===== config.mk =====
export PLATFORM = sky130hd
export DESIGN_NAME = pipeline_mem_arbiter_flat
export DESIGN_NICKNAME = d
export VERILOG_FILES = /design/src/rtl/pipeline_mem_arbiter_if.sv /design/src/rtl/pipeline_mem_arbiter.sv /design/src/flat_wrapper.sv
export SDC_FILE = /design/constraint.sdc
export NUM_CORES = 1
export LEC_CHECK = 0
export BUFFER_PORTS_ARGS = -buffer_cell sky130_fd_sc_hd__buf_2
export CAP_MARGIN = 20
export CELL_PAD_IN_SITES_DETAIL_PLACEMENT = 0
export CELL_PAD_IN_SITES_GLOBAL_PLACEMENT = 1
export CORE_UTILIZATION = 34
export CTS_CLUSTER_DIAMETER = 30
export DETAILED_ROUTE_END_ITERATION = 10
export PLACE_DENSITY = 0.88
export SLEW_MARGIN = 20
export SYNTH_ARGS = -nofsm -noshare
export SYNTH_HDL_FRONTEND = slang
export SYNTH_SLANG_ARGS = --single-unit

===== constraint.sdc =====
create_clock -name clk -period 3.4 [get_ports clk]
set_input_delay 0.34 -clock clk [delete_from_list [all_inputs] [get_ports clk]]
set_output_delay 0.34 -clock clk [all_outputs]
set_load 0.03 [all_outputs]

===== src/rtl/pipeline_mem_arbiter_if.sv =====
// rtl/pipeline_mem_arbiter_if.sv - request/ack memory port bundle shared by fetch, data and memory sides
// The master issues req/we/addr/wdata and waits for a one-cycle ack carrying rdata.
interface pipeline_mem_arbiter_if #(
   parameter int ADDR_W = 32,
   parameter int DATA_W = 32
);
   logic              req;
   logic              we;
   logic [ADDR_W-1:0] addr;
   logic [DATA_W-1:0] wdata;
   logic              ack;
   logic [DATA_W-1:0] rdata;

   modport master (
      output req, we, addr, wdata,
      input  ack, rdata
   );

   modport slave (
      input  req, we, addr, wdata,
      output ack, rdata
   );
endinterface


===== src/rtl/pipeline_mem_arbiter.sv =====
// rtl/pipeline_mem_arbiter.sv - fetch/data arbiter in front of one single-port memory
// Optional fetch starvation guard is enabled with `define STARVE_GUARD_EN.
module pipeline_mem_arbiter #(
   parameter int ADDR_W     = 32,
   parameter int DATA_W     = 32,
   parameter int STARVE_MAX = 4
) (
   input  logic                   clk,
   input  logic                   reset,
   input  logic                   if_flush,
   pipeline_mem_arbiter_if.slave  fi,
   pipeline_mem_arbiter_if.slave  dm,
   pipeline_mem_arbiter_if.master mem
);

   typedef enum logic [1:0] {
      IDLE    = 2'd0,
      IF_BUSY = 2'd1,
      DM_BUSY = 2'd2
   } state_t;

   state_t            state_q;
   logic              mem_req_q;
   logic              mem_we_q;
   logic [ADDR_W-1:0] mem_addr_q;
   logic [DATA_W-1:0] mem_wdata_q;
   logic              if_ack_q;
   logic [DATA_W-1:0] if_rdata_q;
   logic              dm_ack_q;
   logic [DATA_W-1:0] dm_rdata_q;
   logic              drop_q;

   logic if_elig;
   logic force_if;
   logic grant_if;
   logic grant_dm;

   // A port acknowledged this cycle is still showing its old request, so it cannot win.
   assign if_elig  = fi.req & ~if_flush & ~if_ack_q;
   assign grant_if = (state_q == IDLE) & if_elig & (~dm.req | force_if);
   assign grant_dm = (state_q == IDLE) & dm.req & ~dm_ack_q & ~force_if;

`ifdef STARVE_GUARD_EN
   localparam int STARVE_W = ($clog2(STARVE_MAX + 1) > 3) ? $clog2(STARVE_MAX + 1) : 3;

   logic [STARVE_W-1:0] starve_q;

   assign force_if = if_elig & (starve_q == STARVE_W'(STARVE_MAX));

   always_ff @(posedge clk) begin
      if (!reset) begin
         starve_q <= '0;
      end else if (grant_if || !fi.req) begin
         starve_q <= '0;
      end else if (grant_dm && !if_flush && (starve_q < STARVE_W'(STARVE_MAX))) begin
         starve_q <= starve_q + 1'b1;
      end
   end
`else
   localparam int unused_starve_max = STARVE_MAX;

   assign force_if = 1'b0;
`endif

   always_ff @(posedge clk) begin
      if (!reset) begin
         state_q     <= IDLE;
         mem_req_q   <= 1'b0;
         mem_we_q    <= 1'b0;
         mem_addr_q  <= '0;
         mem_wdata_q <= '0;
         if_ack_q    <= 1'b0;
         if_rdata_q  <= '0;
         dm_ack_q    <= 1'b0;
         dm_rdata_q  <= '0;
         drop_q      <= 1'b0;
      end else begin
         if_ack_q <= 1'b0;
         dm_ack_q <= 1'b0;
         unique case (state_q)
            IDLE: begin
               drop_q <= 1'b0;
               if (grant_dm) begin
                  state_q     <= DM_BUSY;
                  mem_req_q   <= 1'b1;
                  mem_we_q    <= dm.we;
                  mem_addr_q  <= dm.addr;
                  mem_wdata_q <= dm.wdata;
               end else if (grant_if) begin
                  state_q     <= IF_BUSY;
                  mem_req_q   <= 1'b1;
                  mem_we_q    <= 1'b0;
                  mem_addr_q  <= fi.addr;
                  mem_wdata_q <= '0;
               end
            end
            IF_BUSY: begin
               if (if_flush) begin
                  drop_q <= 1'b1;
               end
               // A flushed fetch still has to finish on the bus; only its result is discarded.
               if (mem.ack) begin
                  mem_req_q <= 1'b0;
                  state_q   <= IDLE;
                  drop_q    <= 1'b0;
                  if (!(drop_q || if_flush)) begin
                     if_ack_q   <= 1'b1;
                     if_rdata_q <= mem.rdata;
                  end
               end
            end
            DM_BUSY: begin
               if (mem.ack) begin
                  mem_req_q <= 1'b0;
                  state_q   <= IDLE;
                  dm_ack_q  <= 1'b1;
                  if (!mem_we_q) begin
                     dm_rdata_q <= mem.rdata;
                  end
               end
            end
            default: begin
               state_q <= IDLE;
            end
         endcase
      end
   end

   assign mem.req   = mem_req_q;
   assign mem.we    = mem_we_q;
   assign mem.addr  = mem_addr_q;
   assign mem.wdata = mem_wdata_q;

   assign fi.ack   = if_ack_q;
   assign fi.rdata = if_rdata_q;
   assign dm.ack   = dm_ack_q;
   assign dm.rdata = dm_rdata_q;

   logic unused_fetch_bits;
   assign unused_fetch_bits = ^{fi.we, fi.wdata};

endmodule

===== src/flat_wrapper.sv =====
// flat-port wrapper written by rule: the top's interface ports become plain ports
module pipeline_mem_arbiter_flat 
#(
   parameter int ADDR_W     = 32,
   parameter int DATA_W     = 32,
   parameter int STARVE_MAX = 4
)
  (clk, reset, if_flush, fi_req, fi_we, fi_addr, fi_wdata, fi_ack, fi_rdata, dm_req, dm_we, dm_addr, dm_wdata, dm_ack, dm_rdata, mem_req, mem_we, mem_addr, mem_wdata, mem_ack, mem_rdata);
  pipeline_mem_arbiter_if #(.ADDR_W(ADDR_W), .DATA_W(DATA_W)) fi_i ();
  pipeline_mem_arbiter_if #(.ADDR_W(ADDR_W), .DATA_W(DATA_W)) dm_i ();
  pipeline_mem_arbiter_if #(.ADDR_W(ADDR_W), .DATA_W(DATA_W)) mem_i ();
  input  logic clk;
  input  logic reset;
  input  logic if_flush;
  input wire logic [$bits(fi_i.req)-1:0] fi_req;
  input wire logic [$bits(fi_i.we)-1:0] fi_we;
  input wire logic [$bits(fi_i.addr)-1:0] fi_addr;
  input wire logic [$bits(fi_i.wdata)-1:0] fi_wdata;
  output wire logic [$bits(fi_i.ack)-1:0] fi_ack;
  output wire logic [$bits(fi_i.rdata)-1:0] fi_rdata;
  input wire logic [$bits(dm_i.req)-1:0] dm_req;
  input wire logic [$bits(dm_i.we)-1:0] dm_we;
  input wire logic [$bits(dm_i.addr)-1:0] dm_addr;
  input wire logic [$bits(dm_i.wdata)-1:0] dm_wdata;
  output wire logic [$bits(dm_i.ack)-1:0] dm_ack;
  output wire logic [$bits(dm_i.rdata)-1:0] dm_rdata;
  output wire logic [$bits(mem_i.req)-1:0] mem_req;
  output wire logic [$bits(mem_i.we)-1:0] mem_we;
  output wire logic [$bits(mem_i.addr)-1:0] mem_addr;
  output wire logic [$bits(mem_i.wdata)-1:0] mem_wdata;
  input wire logic [$bits(mem_i.ack)-1:0] mem_ack;
  input wire logic [$bits(mem_i.rdata)-1:0] mem_rdata;
  assign fi_i.req = fi_req;
  assign fi_i.we = fi_we;
  assign fi_i.addr = fi_addr;
  assign fi_i.wdata = fi_wdata;
  assign fi_ack = fi_i.ack;
  assign fi_rdata = fi_i.rdata;
  assign dm_i.req = dm_req;
  assign dm_i.we = dm_we;
  assign dm_i.addr = dm_addr;
  assign dm_i.wdata = dm_wdata;
  assign dm_ack = dm_i.ack;
  assign dm_rdata = dm_i.rdata;
  assign mem_req = mem_i.req;
  assign mem_we = mem_i.we;
  assign mem_addr = mem_i.addr;
  assign mem_wdata = mem_i.wdata;
  assign mem_i.ack = mem_ack;
  assign mem_i.rdata = mem_rdata;
  pipeline_mem_arbiter #(.ADDR_W(ADDR_W), .DATA_W(DATA_W), .STARVE_MAX(STARVE_MAX)) u_core (.clk(clk), .reset(reset), .if_flush(if_flush), .fi(fi_i), .dm(dm_i), .mem(mem_i));
endmodule

Word level (Yosys, flattened, before mapping). Cells that the tools add are included.

Mux-type cells: 19. Eq/ne operators: 5. Bitwise gates (word level): 12. Reductions and logical operators: 14.

Operators with widths (count): 2-to-1 mux 32 bit (4); AND reduction 3 bit (4); 2-to-1 mux 1 bit (9); AND reduction 2 bit (4); AND 1 bit (6); 2-to-1 mux 2 bit (3); inverter 1 bit (6); nonzero test 2 bit (3); one-hot mux 1 bit (2 select lines) (2); one-hot mux 2 bit (2 select lines) (1); inequality test 3 x 1 -> 1 bit (second input constant) (1); inequality test 3 bit (second input constant) (1); == test 2 x 1 -> 1 bit (second input constant) (1); == test 2 bit (second input constant) (1); zero test 2 bit (1); inequality test 2 x 1 -> 1 bit (second input constant) (1); OR reduction 2 bit (1); logical OR 1 bit (1).

Register bits after elaboration: 135. Input bits: 168.

Depth between registers and ports, before layout. Gate-level depths: netlist (run 1).

Depth in word-level cells: 8. Mapped depth: 8. Mapped depth without buffers: 5.

Least setup slack after synthesis (run 1). No wires, ideal clock.

Path kind: register to register. Start point: reg u_core.state_q[0]. End point: reg u_core.mem_wdata_q[10] (netlist: u_core.mem.wdata[10]). Arrival time: 1477 ps. Period minus slack after synthesis: 1547 ps. Slack: 1853 ps. Cell stages (with the launch flop): 9. Required time: 3330 ps. Cells stage by stage: dfxtp_1 inv_1 ha_1 buf_2 nand3b_1 buf_2 buf_2 o211ai_2 a21boi_1.

Word-level cells in the longest chain between the ends: 5. Elaborated cells between the ends (all ways): 8. Those cells by class: mux: 1; bitwise: 4; reduce/logical: 3.

Ends and longest elaborated chain: start: declaration (line pipeline_mem_arbiter.sv:22) `state_t state_q;`; start signal: assignment (line pipeline_mem_arbiter.sv:67) `state_q <= IDLE;`; start signal: assignment (line pipeline_mem_arbiter.sv:84) `state_q <= DM_BUSY;`; start signal: assignment (line pipeline_mem_arbiter.sv:90) `state_q <= IF_BUSY;`; zero test 2 bit * (line pipeline_mem_arbiter.sv:40, pipeline_mem_arbiter.sv:41, pipeline_mem_arbiter.sv:80); AND 1 bit (on tied branches) (2 in series) (line pipeline_mem_arbiter.sv:41, pipeline_mem_arbiter.sv:40); nonzero test 2 bit (no source line); AND reduction 2 bit (no source line); end signal: assignment (line pipeline_mem_arbiter.sv:88) `mem_wdata_q <= dm.wdata;`; end: declaration (line pipeline_mem_arbiter.sv:26) `logic [DATA_W-1:0] mem_wdata_q;`.

Mark *: on every way between the ends. The rest lies on a longest branch, timed or not. A chain may end at the register's enable or synchronous reset.

Final worst setup path (run 1).
Start point: reg u_core.state_q[0]. End point: reg u_core.mem_addr_q[18] (netlist: u_core.mem.addr[18]).

Word-level cells in the longest chain between the ends: 5. Elaborated cells between the ends (all ways): 8. Those cells by class: mux: 1; bitwise: 4; reduce/logical: 3.

Ends and longest elaborated chain: zero test 2 bit * (line pipeline_mem_arbiter.sv:40, pipeline_mem_arbiter.sv:41, pipeline_mem_arbiter.sv:80); AND 1 bit (on tied branches) (2 in series) (line pipeline_mem_arbiter.sv:41, pipeline_mem_arbiter.sv:40); nonzero test 2 bit (no source line); AND reduction 2 bit (no source line); end signal: assignment (line pipeline_mem_arbiter.sv:87) `mem_addr_q <= dm.addr;`; end signal: assignment (line pipeline_mem_arbiter.sv:93) `mem_addr_q <= fi.addr;`; end: declaration (line pipeline_mem_arbiter.sv:25) `logic [ADDR_W-1:0] mem_addr_q;`.

Marks and branches as above.

==> metrics.md, run 1 <==
| Metric | Value |
|---|---|
| Status | `completed` |
| YS warnings | `0` |
| Die X | `132 microns` |
| Clk slew on worst S/H paths | `0.06 ns` |
| Average wire per standard cell | `14.8 microns` |
| Total power | `4.45 mW` |
| DP HPWL | `10700 microns` |
| Synthesized area | `0.00573 sq mm` |
| Hold bufs inserted after CTS | `0` |
| Post-Place Worst Slack | `1.15 ns` |
| Pwr dens | `577 mW/mm^2` |
| Pin count of the biggest net entering global routing | `79` |
| Synth cell types | `32` |
| Hold WS | `0.153 ns` |
| Net Count, Synth | `832` |
| Mean area per synthesized cell | `8.68 sq um` |
| Clock Latency Late Sink | `0.42 ns` |
| Worst path cell trace | `inv_1 -> ha_1 -> nor2b_2 -> buf_4 -> nand3_1 -> a31oi_1` |
| Hold Crit Start | `dm_wdata[24]` |
| Initial antenna violation count | `0` |
| Post-CTS setup buffer count | `0` |
| Layout area overhead | `34.6%` |
| Max_slew headroom | `32.9%` |
| Vias in the first global route | `5214` |
| Initial Util | `34.7%` |
| Placed cell count | `1090` |
| H-tree depth | `4` |
| Area of the multi-input gates | `0.00269 sq mm` |
| Post-Route WL | `16600 microns` |
| Reg area | `0.00270 sq mm` |
| Post-synthesis sequential area ratio | `47.2%` |
| Global route overflow | `0` |
| Max Fanout on Critical Path | `20` |
| Critical Path Sink Type | `flip-flop` |
| Peak supply drop | `333 uV` |
| DRC | `0` |
| Most common cell after layout, fill and taps aside | `buf_2` |
| Setup CP Type | `flip-flop to flip-flop` |
| Port bufs | `266` |
| Final Net Count | `1061` |
| Critical path buffers and inverters | `2` |
| Util after Layout | `46.7%` |
| Die height | `132 microns` |
| CTS root buf | `clkbuf_16` |
| Ant diodes | `0` |
| Pre-antenna DRT Iters | `6` |
| Drt initial violations | `227` |
| Hold Vio Cnt, Final | `0` |
| Clock skew | `0.00706 ns` |
| CTS resizes | `0` |
| Worst min-delay path class | `input pin to flip-flop` |
| Worst R2R Path Depth | `6` |
| Critical Path AT | `2.61 ns` |
| Worst Hold Depth | `3` |
| Fraction of layout cells with a size suffix above 1 | `38.0%` |
| CTS tree | `yes` |
| Worst R2R End | `u_core.mem.addr[18]` |
| Reg2reg start | `u_core.state_q[0]` |
| Global Route Usage Sum | `19.0%` |
| Post-DRT Antenna Nets | `0` |
| Max-slew violation count | `0` |
| Max Fclk | `0.441 GHz` |
| Core region area | `0.0165 sq mm` |
| Worst Setup Start Kind | `flip-flop` |
| Vias/cell | `4.93` |
| Minimum clock period | `2.27 ns` |
| Unrepaired setup endpoints after global routing | `no` |
| Placed instance area | `0.00712 sq mm` |
| Clock buffer depth | `2` |
| Critical path origin | `u_core.state_q[0]` |
| Num rows | `47` |
| Reg2Reg Setup Slack | `1.13 ns` |
| Sink Count | `135` |
| GPL Wtd Cong | `0.764` |
| Final Setup Violations | `0` |
| Max-Cap Viols | `0` |
| Non-filler instance count after layout | `1122` |
| Leakage | `3.35 nW` |
| Die area | `0.0174 sq mm` |
| Mapped Cells | `660` |
| Critical path's largest stage delay | `0.78 ns` |
| Final Cycle Share | `66.7%` |
| Layout fillers | `1652` |
| Most frequent cells in the layout | `265 x buf_2, 164 x nand2_1, 135 x dfxtp_1` |
| Worst Path Required | `3.74 ns` |
| Vias | `5531` |
| Slew @ Worst Pin | `1.01 ns` |
| Synth Register Bits | `135` |
| CTS Buf Count | `17` |
| Critical-path top delay cell | `nor2b_2` |
| Top Family by Delay on Critical Path | `simple AND/OR/NAND/NOR gates` |
| Design area | `0.00772 sq mm` |
| Slack of the critical path | `1.13 ns` |
| Post-Route Setup TNS | `0 ns` |
| First-pass GRT wire length | `26500 microns` |
| End of the worst hold path | `u_core.mem.wdata[24]` |
| I/O pins | `300` |
[final cells by class]
class	count	share of cell area [%]
inverter	3	0.146
tap	220	3.57
sequential	135	35.0
multi-input combinational	455	34.9
clock inverter	15	2.19
timing repair buffer	277	18.7
clock buffer	17	5.51
[worst min-delay path: cells and delay by family]
kind | cells | cell delay, ns
buffers and inverters | 1 | 0.09
AOI/OAI and AO/OA | 1 | 0.05
and+or+nand+nor | 1 | 0.04
[cell families (layout without fill, tap and decap cells)]
group | after synthesis | in the layout | share of synthesized area (%)
adders and majority gates | 4 | 4 | 0.873
and+or+nand+nor | 217 | 217 | 16.4
buffers and inverters | 70 | 312 | 6.07
AOI/OAI and AO/OA | 234 | 234 | 29.5
DFF | 135 | 135 | 47.2
[cells in the mapped netlist]
cell	number	area, sq um
nand2_1	164	616
dfxtp_1	135	2700
a21boi_0	51	383
a21boi_1	47	353
o21ai_0	44	220
a31oi_1	34	213
nand3_1	34	170
clkbuf_1	31	116
buf_2	29	145
o211ai_2	28	350
o21ai_1	22	110
buf_6	6	67.6
o211ai_1	5	37.5
ha_1	4	50.1
inv_1	3	11.3
nor2b_1	3	18.8
and3b_1	2	17.5
nand2b_1	2	12.5
nand3b_1	2	15.0
nor3b_1	2	15.0
a21oi_1	1	5.00
a311oi_1	1	8.76
and2_1	1	6.26
and3_1	1	6.26
and4bb_2	1	12.5
buf_4	1	7.51
nand4bb_1	1	11.3
nor2_1	1	3.75
nor3b_2	1	12.5
o2bb2ai_1	1	8.76
or3b_4	1	11.3
or4b_4	1	13.8
[layer usage]
metal,routed length (microns),up-vias,track usage (%)
met5,0,-,0
met4,219,0,6.59
met3,1150,16,5.07
met2,7930,221,32.3
met1,7310,2542,23.2
li1,-,2752,-
[where the power goes]
part	total (mW)	internal, mW	switching [mW]
clock network	1.87	1.10	0.769
registers	1.75	1.69	0.0548
logic	0.837	0.270	0.567
[registers in the layout, summed over array words and instances (netlist names)]
signal	count
u_core.mem.req	1
u_core.state_q	2
u_core.dm.rdata	32
u_core.drop_q	1
u_core.mem.we	1
u_core.fi.ack	1
u_core.fi.rdata	32
u_core.mem.wdata	32
u_core.dm.ack	1
u_core.mem.addr	32
[worst max path at each step]
stage                                      end  cells past startpoint
after floorplan           u_core.mem.wdata[10]                      8
after global placement     u_core.mem.addr[24]                      6
after detailed placement   u_core.mem.addr[18]                      6
after CTS                  u_core.mem.addr[18]                      6
after global routing       u_core.mem.addr[23]                      6
final                      u_core.mem.addr[18]                      6
No activity file was read; power rests on OpenSTA's default activity.
==> run 2, diff against run 1 <==
ABC_AREA = 1   (was not set)
CORE_UTILIZATION = 29   (was 34)
PLACE_DENSITY = 0.82   (was 0.88)
clock period = 2.15 ns   (was 3.4 ns; I/O delays follow)
==> metrics.md, run 2 <==
| Metric | Value |
|---|---|
| Fraction of layout cells with a size suffix above 1 | `32.5%` |
| Post-synthesis sequential area ratio | `51.7%` |
| Worst Path Required | `2.45 ns` |
| Critical path's largest stage delay | `0.39 ns` |
| I/O pins | `300` |
| Worst Hold Depth | `3` |
| H-tree depth | `4` |
| Most common cell after layout, fill and taps aside | `buf_2` |
| Most frequent cells in the layout | `266 x buf_2, 198 x nor2_1, 138 x nand2_1` |
| YS warnings | `0` |
| Ys flop type | `dfxtp_1` |
| Vias/cell | `4.52` |
| DRC | `0` |
| Critical path origin | `u_core.state_q[0]` |
| Post-CTS setup buffer count | `0` |
| Leakage | `3.71 nW` |
| First-pass GRT wire length | `25400 microns` |
| Drt initial violations | `206` |
| Reg2reg start | `u_core.state_q[0]` |
| Clock Latency Late Sink | `0.41 ns` |
| Clk slew on worst S/H paths | `0.07 ns` |
| Synth Area in Compound Gates | `9.67%` |
| Reg2Reg Setup Slack | `0.43 ns` |
| Mean area per synthesized cell | `7.29 sq um` |
| GRT Max-Usage Layer | `met2` |
| Global Route Usage Sum | `17.6%` |
| Worst path cell trace | `inv_1 -> ha_1 -> inv_2 -> nor2_2 -> nand3_2 -> buf_4 -> nand2_1 -> nand3_1 -> nand2_1 -> inv_1 -> nor2_1` |
| Port bufs | `266` |
| CTS Buf Count | `17` |
| Gate power share | `36.3%` |
| Hold WS | `0.0305 ns` |
| Minimum clock period | `1.72 ns` |
| Non-filler instance count after layout | `1204` |
| CTS tree | `yes` |
| Peak supply drop | `514 uV` |
| Die height | `136 microns` |
| Critical Path Sink Type | `flip-flop` |
| Critical Path AT | `2.02 ns` |
| Multiplexer share of the synthesized area | `0%` |
| Top Family by Delay on Critical Path | `buffers and inverters` |
| Global route overflow | `0` |
| Synthesized area | `0.00523 sq mm` |
| Post-Route WL | `16400 microns` |
| Max_slew headroom | `59.9%` |
| Setup CP Type | `flip-flop to flip-flop` |
| Worst min-delay path class | `input pin to flip-flop` |
| Share of the synthesized area in the top cell type | `51.7%` |
| Die area | `0.0186 sq mm` |
| Worst Setup Start Kind | `flip-flop` |
| CTS root buf | `clkbuf_16` |
| Pwr dens | `1320 mW/mm^2` |
| Unrepaired setup endpoints after global routing | `no` |
| Final Cycle Share | `80.0%` |
| Initial Util | `29.9%` |
| Xor/xnor share of the synthesized area | `0%` |
| Average wire per standard cell | `13.6 microns` |
| Initial antenna violation count | `0` |
| Synth Area in Simple Gates | `31.9%` |
| Final Setup Violations | `0` |
| Max-slew violation count | `0` |
| Slew @ Worst Pin | `0.601 ns` |
| Met1 Usage GRT | `20.6%` |
| Pin count of the biggest net entering global routing | `69` |
| Sw frac | `40.3%` |
| Critical-path top delay cell | `buf_4` |
| Clock skew | `0.00743 ns` |
| End of the worst hold path | `u_core.dm.rdata[0]` |
| Core region area | `0.0175 sq mm` |
| Synth cell count leaders | `199 x nor2_1, 138 x nand2_1, 135 x dfxtp_1` |
| Placed cell count | `1172` |
| Max Fanout on Critical Path | `34` |
| Ant diodes | `0` |
| Hold bufs inserted after CTS | `0` |
| Async S/R FF share, synth | `0%` |
| Pint | `5.78 mW` |
| Share of power burned in registers | `33.4%` |
| Most numerous cell in the Yosys netlist | `nor2_1` |
| GRT met3 Usage | `5.70%` |
| Area leader, netlist | `dfxtp_1` |
| Placed instance area | `0.00673 sq mm` |
| Synth top area cells | `dfxtp_1 52%, nor2_1 14%, nand2_1 9.9%` |
| Adder-cell share of the synthesized area | `0.957%` |
| Post-Route Setup TNS | `0 ns` |
| DP HPWL | `10900 microns` |
| Clock power frac | `30.3%` |
| Global routing met2 resource utilization | `29.2%` |
| Clock buffer depth | `2` |
| Post-DRT Antenna Nets | `0` |
| Design area | `0.00732 sq mm` |
| Synth cell types | `21` |
| Final Net Count | `1138` |
| Worst R2R Path Depth | `11` |
| Pre-antenna DRT Iters | `4` |
| Hold Crit Start | `mem_rdata[0]` |
| Num rows | `48` |
| Max-Cap Viols | `0` |
| Synth Register Bits | `135` |
| Max Fclk | `0.581 GHz` |
| Vias | `5442` |
| Number of synthesized flops with an enable pin | `0` |
| Vias in the first global route | `5027` |
| Sink Count | `135` |
| Largest family of logic cells by synthesized area | `simple AND/OR/NAND/NOR gates` |
| CTS resizes | `0` |
| Net Count, Synth | `889` |
| Mapped Cells | `717` |
| Layout area overhead | `40.1%` |
| Status | `completed` |
| Die X | `136 microns` |
| Hold Vio Cnt, Final | `0` |
| Critical path buffers and inverters | `4` |
| GPL Wtd Cong | `0.746` |
| Worst R2R End | `u_core.mem.req` |
| Switching pwr | `3.91 mW` |
[run 2: cell types whose count changed in the layout (fill, tap and decap cells not counted), moves of 34 or more]
cell / change
a21boi_0: -51
nor2_1: +197
nand3_1: +35
a31oi_1: -34
a21boi_1: -47
a21oi_1: +34
[run 2: worst min-delay path, cell delays in order]
cell and delay (ns):
buf_2 0.08, nor2_1 0.04, nor2_1 0.08
[run 2: logic make-up (layout without fill, tap and decap cells)]
family                     after synthesis  count (layout)
DFF                                    135             135
buffers and inverters                   64             326
adders and majority gates                4               4
and+or+nand+nor                        413             413
AOI/OAI and AO/OA                      101             101
[run 2: power by group through the flow]
stage / Sequential, mW / Combinational, mW / Clock, mW
global route: 3.31 / 3.89 / 3.12
detailed placement: 3.29 / 3.55 / 0
finish: 3.24 / 3.52 / 2.93
global placement: 3.27 / 3.55 / 0
CTS: 3.25 / 3.56 / 3.03
floorplan: 4.23 / 1.58 / 0
[run 2: cell type report]
type | count | area (sq um)
Clock buffer | 17 | 425
Clock inverter | 15 | 168
Fill cell | 1872 | 10200
Inverter | 15 | 56.3
Multi-Input combinational cell | 518 | 2220
Sequential cell | 135 | 2700
Tap cell | 225 | 282
Timing Repair Buffer | 279 | 1470
[run 2: worst max path at each step]
stage	cells past startpoint	slack, ns	end
CTS	11	0.42	u_core.mem.req
detailed placement	11	0.43	u_core.mem.req
global placement	10	0.44	u_core.mem.addr[3]
finish	11	0.43	u_core.mem.req
global route	9	0.20	u_core.state_q[0]
floorplan	9	0.67	u_core.state_q[0]
[run 2: layer usage]
metal | routed length [microns] | part of all wire (%)
met1 | 7220 | 44
met2 | 7460 | 45
met3 | 1320 | 8.1
met4 | 400 | 2.4
met5 | 0 | 0
[run 2: stage by stage]
| stage | util (%) | power [mW] | setup WS (ns) |
|---|---|---|---|
| 6_report | 41.9 | 9.69 | 0.430 |
| 5_1_grt | 41.9 | 10.3 | 0.201 |
| 4_1_cts | 41.9 | 9.84 | 0.417 |
| 3_5_place_dp | 38.5 | 6.85 | 0.435 |
| 3_3_place_gp | 38.5 | 6.82 | 0.438 |
| 2_1_floorplan | - | 5.81 | 0.668 |
==> run 3, diff against run 2 <==
clock period = 1.7 ns   (was 2.15 ns; I/O delays follow)
==> metrics.md, run 3 (synthesis results as in run 2) <==
| Metric | Value |
|---|---|
| Worst R2R Path Depth | `12` |
| Max_slew headroom | `71.0%` |
| Ant diodes | `0` |
| Global Route Usage Sum | `18.4%` |
| Worst Path Required | `2.06 ns` |
| Wl on met1 | `7540 microns` |
| Most common cell after layout, fill and taps aside | `buf_2` |
| Die area | `0.0186 sq mm` |
| Slack of the critical path | `0.107 ns` |
| Vias/cell | `4.47` |
| Setup CP Type | `flip-flop to flip-flop` |
| Critical Path AT | `1.95 ns` |
| Sink Count | `135` |
| Max-slew violation count | `0` |
| Switching pwr | `5.33 mW` |
| I/O pins | `300` |
| Placed instance area | `0.00688 sq mm` |
| Die X | `136 microns` |
| Worst min-delay path class | `input pin to flip-flop` |
| Drt initial violations | `233` |
| H-tree depth | `4` |
| CTS tree | `yes` |
| Sw frac | `41.1%` |
| Average wire per standard cell | `13.8 microns` |
| Design area | `0.00829 sq mm` |
| Top Metal Used | `met4` |
| Worst R2R End | `u_core.mem.req` |
| Met2 wire length | `8670 microns` |
| Pint | `7.64 mW` |
| DP HPWL | `11300 microns` |
| Clock Latency Late Sink | `0.42 ns` |
| Gate power share | `40.3%` |
| Peak supply drop | `739 uV` |
| Worst Setup Start Kind | `flip-flop` |
| Final Setup Violations | `0` |
| Slew @ Worst Pin | `0.435 ns` |
| Pwr dens | `1560 mW/mm^2` |
| Pre-antenna DRT Iters | `4` |
| Share of power burned in registers | `31.7%` |
| Hold Vio Cnt, Final | `0` |
| Die height | `136 microns` |
| First-pass GRT wire length | `26500 microns` |
| Max Fanout on Critical Path | `23` |
| GPL Wtd Cong | `0.759` |
| Reg2Reg Setup Slack | `0.11 ns` |
| Pin count of the biggest net entering global routing | `47` |
| Reg2reg start | `u_core.state_q[0]` |
| Post-Place Worst Slack | `0.0470 ns` |
| Clock skew | `0.00903 ns` |
| DRC | `0` |
| Layout area overhead | `58.6%` |
| Clock power frac | `28.0%` |
| Final Net Count | `1216` |
| Clock buffer depth | `2` |
| Post-Route WL | `17700 microns` |
| Max Fclk | `0.628 GHz` |
| Port bufs | `266` |
| Core region area | `0.0175 sq mm` |
| Most frequent cells in the layout | `266 x buf_2, 198 x nor2_1, 138 x nand2_1` |
| Vias in the first global route | `5457` |
| Critical path origin | `u_core.state_q[0]` |
| CTS root buf | `clkbuf_16` |
| Post-Route Setup TNS | `0 ns` |
| Leakage | `4.13 nW` |
| Initial Util | `29.9%` |
| Vias | `5736` |
| Post-DRT Antenna Nets | `0` |
| Unrepaired setup endpoints after global routing | `yes` |
| Final Cycle Share | `93.7%` |
| Clk slew on worst S/H paths | `0.06 ns` |
| Global route overflow | `0` |
| Status | `completed` |
| Minimum clock period | `1.59 ns` |
| Num rows | `48` |
| CTS Buf Count | `17` |
| Max-Cap Viols | `0` |
| Met3 routed WL | `1260 microns` |
| Fraction of layout cells with a size suffix above 1 | `32.0%` |
| Critical Path Sink Type | `flip-flop` |
| Worst Setup EP | `u_core.mem.req` |
| Initial antenna violation count | `0` |
| Layout fillers | `1784` |
## run 3: cell count changes in the layout (fill, tap and decap cells not counted), sizes merged, moves of 2 or more
cell,change
clkinvlp,-2
dlygate4sd3,+62
inv,+3
buf,+10
clkbuf,+5
bufinv,-2
## run 3: how the worst min path moves through the flow
stage	cells after the start	slack, ns	from	endpoint
CTS	3	0.0006	mem_rdata[30]	u_core.dm.rdata[30]
floorplan	2	0.30	mem_rdata[0]	u_core.dm.rdata[0]
global route	3	0.01	dm_wdata[10]	u_core.mem.wdata[10]
global placement	3	0.41	mem_rdata[10]	u_core.dm.rdata[10]
detailed placement	3	0.41	mem_rdata[4]	u_core.dm.rdata[4]
finish	3	0.01	mem_rdata[30]	u_core.dm.rdata[30]
## run 3: through the flow
stage | power, mW | std cells | utilization (%) | hold slack [ns]
6_report | 13.0 | 1282 | 47.4 | 0.0141
3_5_place_dp | 8.84 | 1178 | 39.3 | 0.412
3_3_place_gp | 8.81 | 1178 | 39.3 | 0.407
4_1_cts | 12.6 | 1272 | 46.2 | 0.000635
2_1_floorplan | 7.34 | 717 | - | 0.305
5_1_grt | 13.8 | 1282 | 47.4 | 0.0101
## run 3: power groups by stage
stage / combinational, mW / clock (mW) / sequential, mW
4_1_cts: 4.80 / 3.74 / 4.10
6_report: 5.23 / 3.63 / 4.12
2_1_floorplan: 1.99 / 0 / 5.35
5_1_grt: 5.69 / 3.87 / 4.19
3_3_place_gp: 4.66 / 0 / 4.14
3_5_place_dp: 4.67 / 0 / 4.16
## run 3: worst max-delay path: stages (launching register included)
cell,delay (ns)
dfxtp_2,0.35
inv_4,0.07
ha_4,0.13
nand2_1,0.07
nor2_4,0.20
buf_4,0.15
buf_12,0.16
nor2_1,0.06
nand2_1,0.08
nand3_1,0.07
nand2_1,0.06
inv_1,0.03
nor2_1,0.08
## run 3: area by class of cell
class	count	area [sq um]	share of cell area, %
Inverter	15	63.8	0.770
Multi-Input combinational cell	519	2260	27.3
Clock buffer	17	425	5.13
Clock inverter	15	156	1.89
Sequential cell	135	2700	32.6
Timing Repair Buffer	356	2390	28.9
Tap cell	225	282	3.40
## run 3: what timing repair did
item,4_1_cts,5_1_grt
hold buffers,62,0
endpoints found under the setup margin,0,34
hold endpoints to repair,70,0
buffers inserted,0,4
resized for setup,0,14
## run 3: per-layer routing
layer | up-vias | GRT usage (%)
met2 | 198 | 32.1
met1 | 2579 | 20.9
met3 | 17 | 5.67
li1 | 2942 | -
met5 | - | 0
met4 | 0 | 6.23
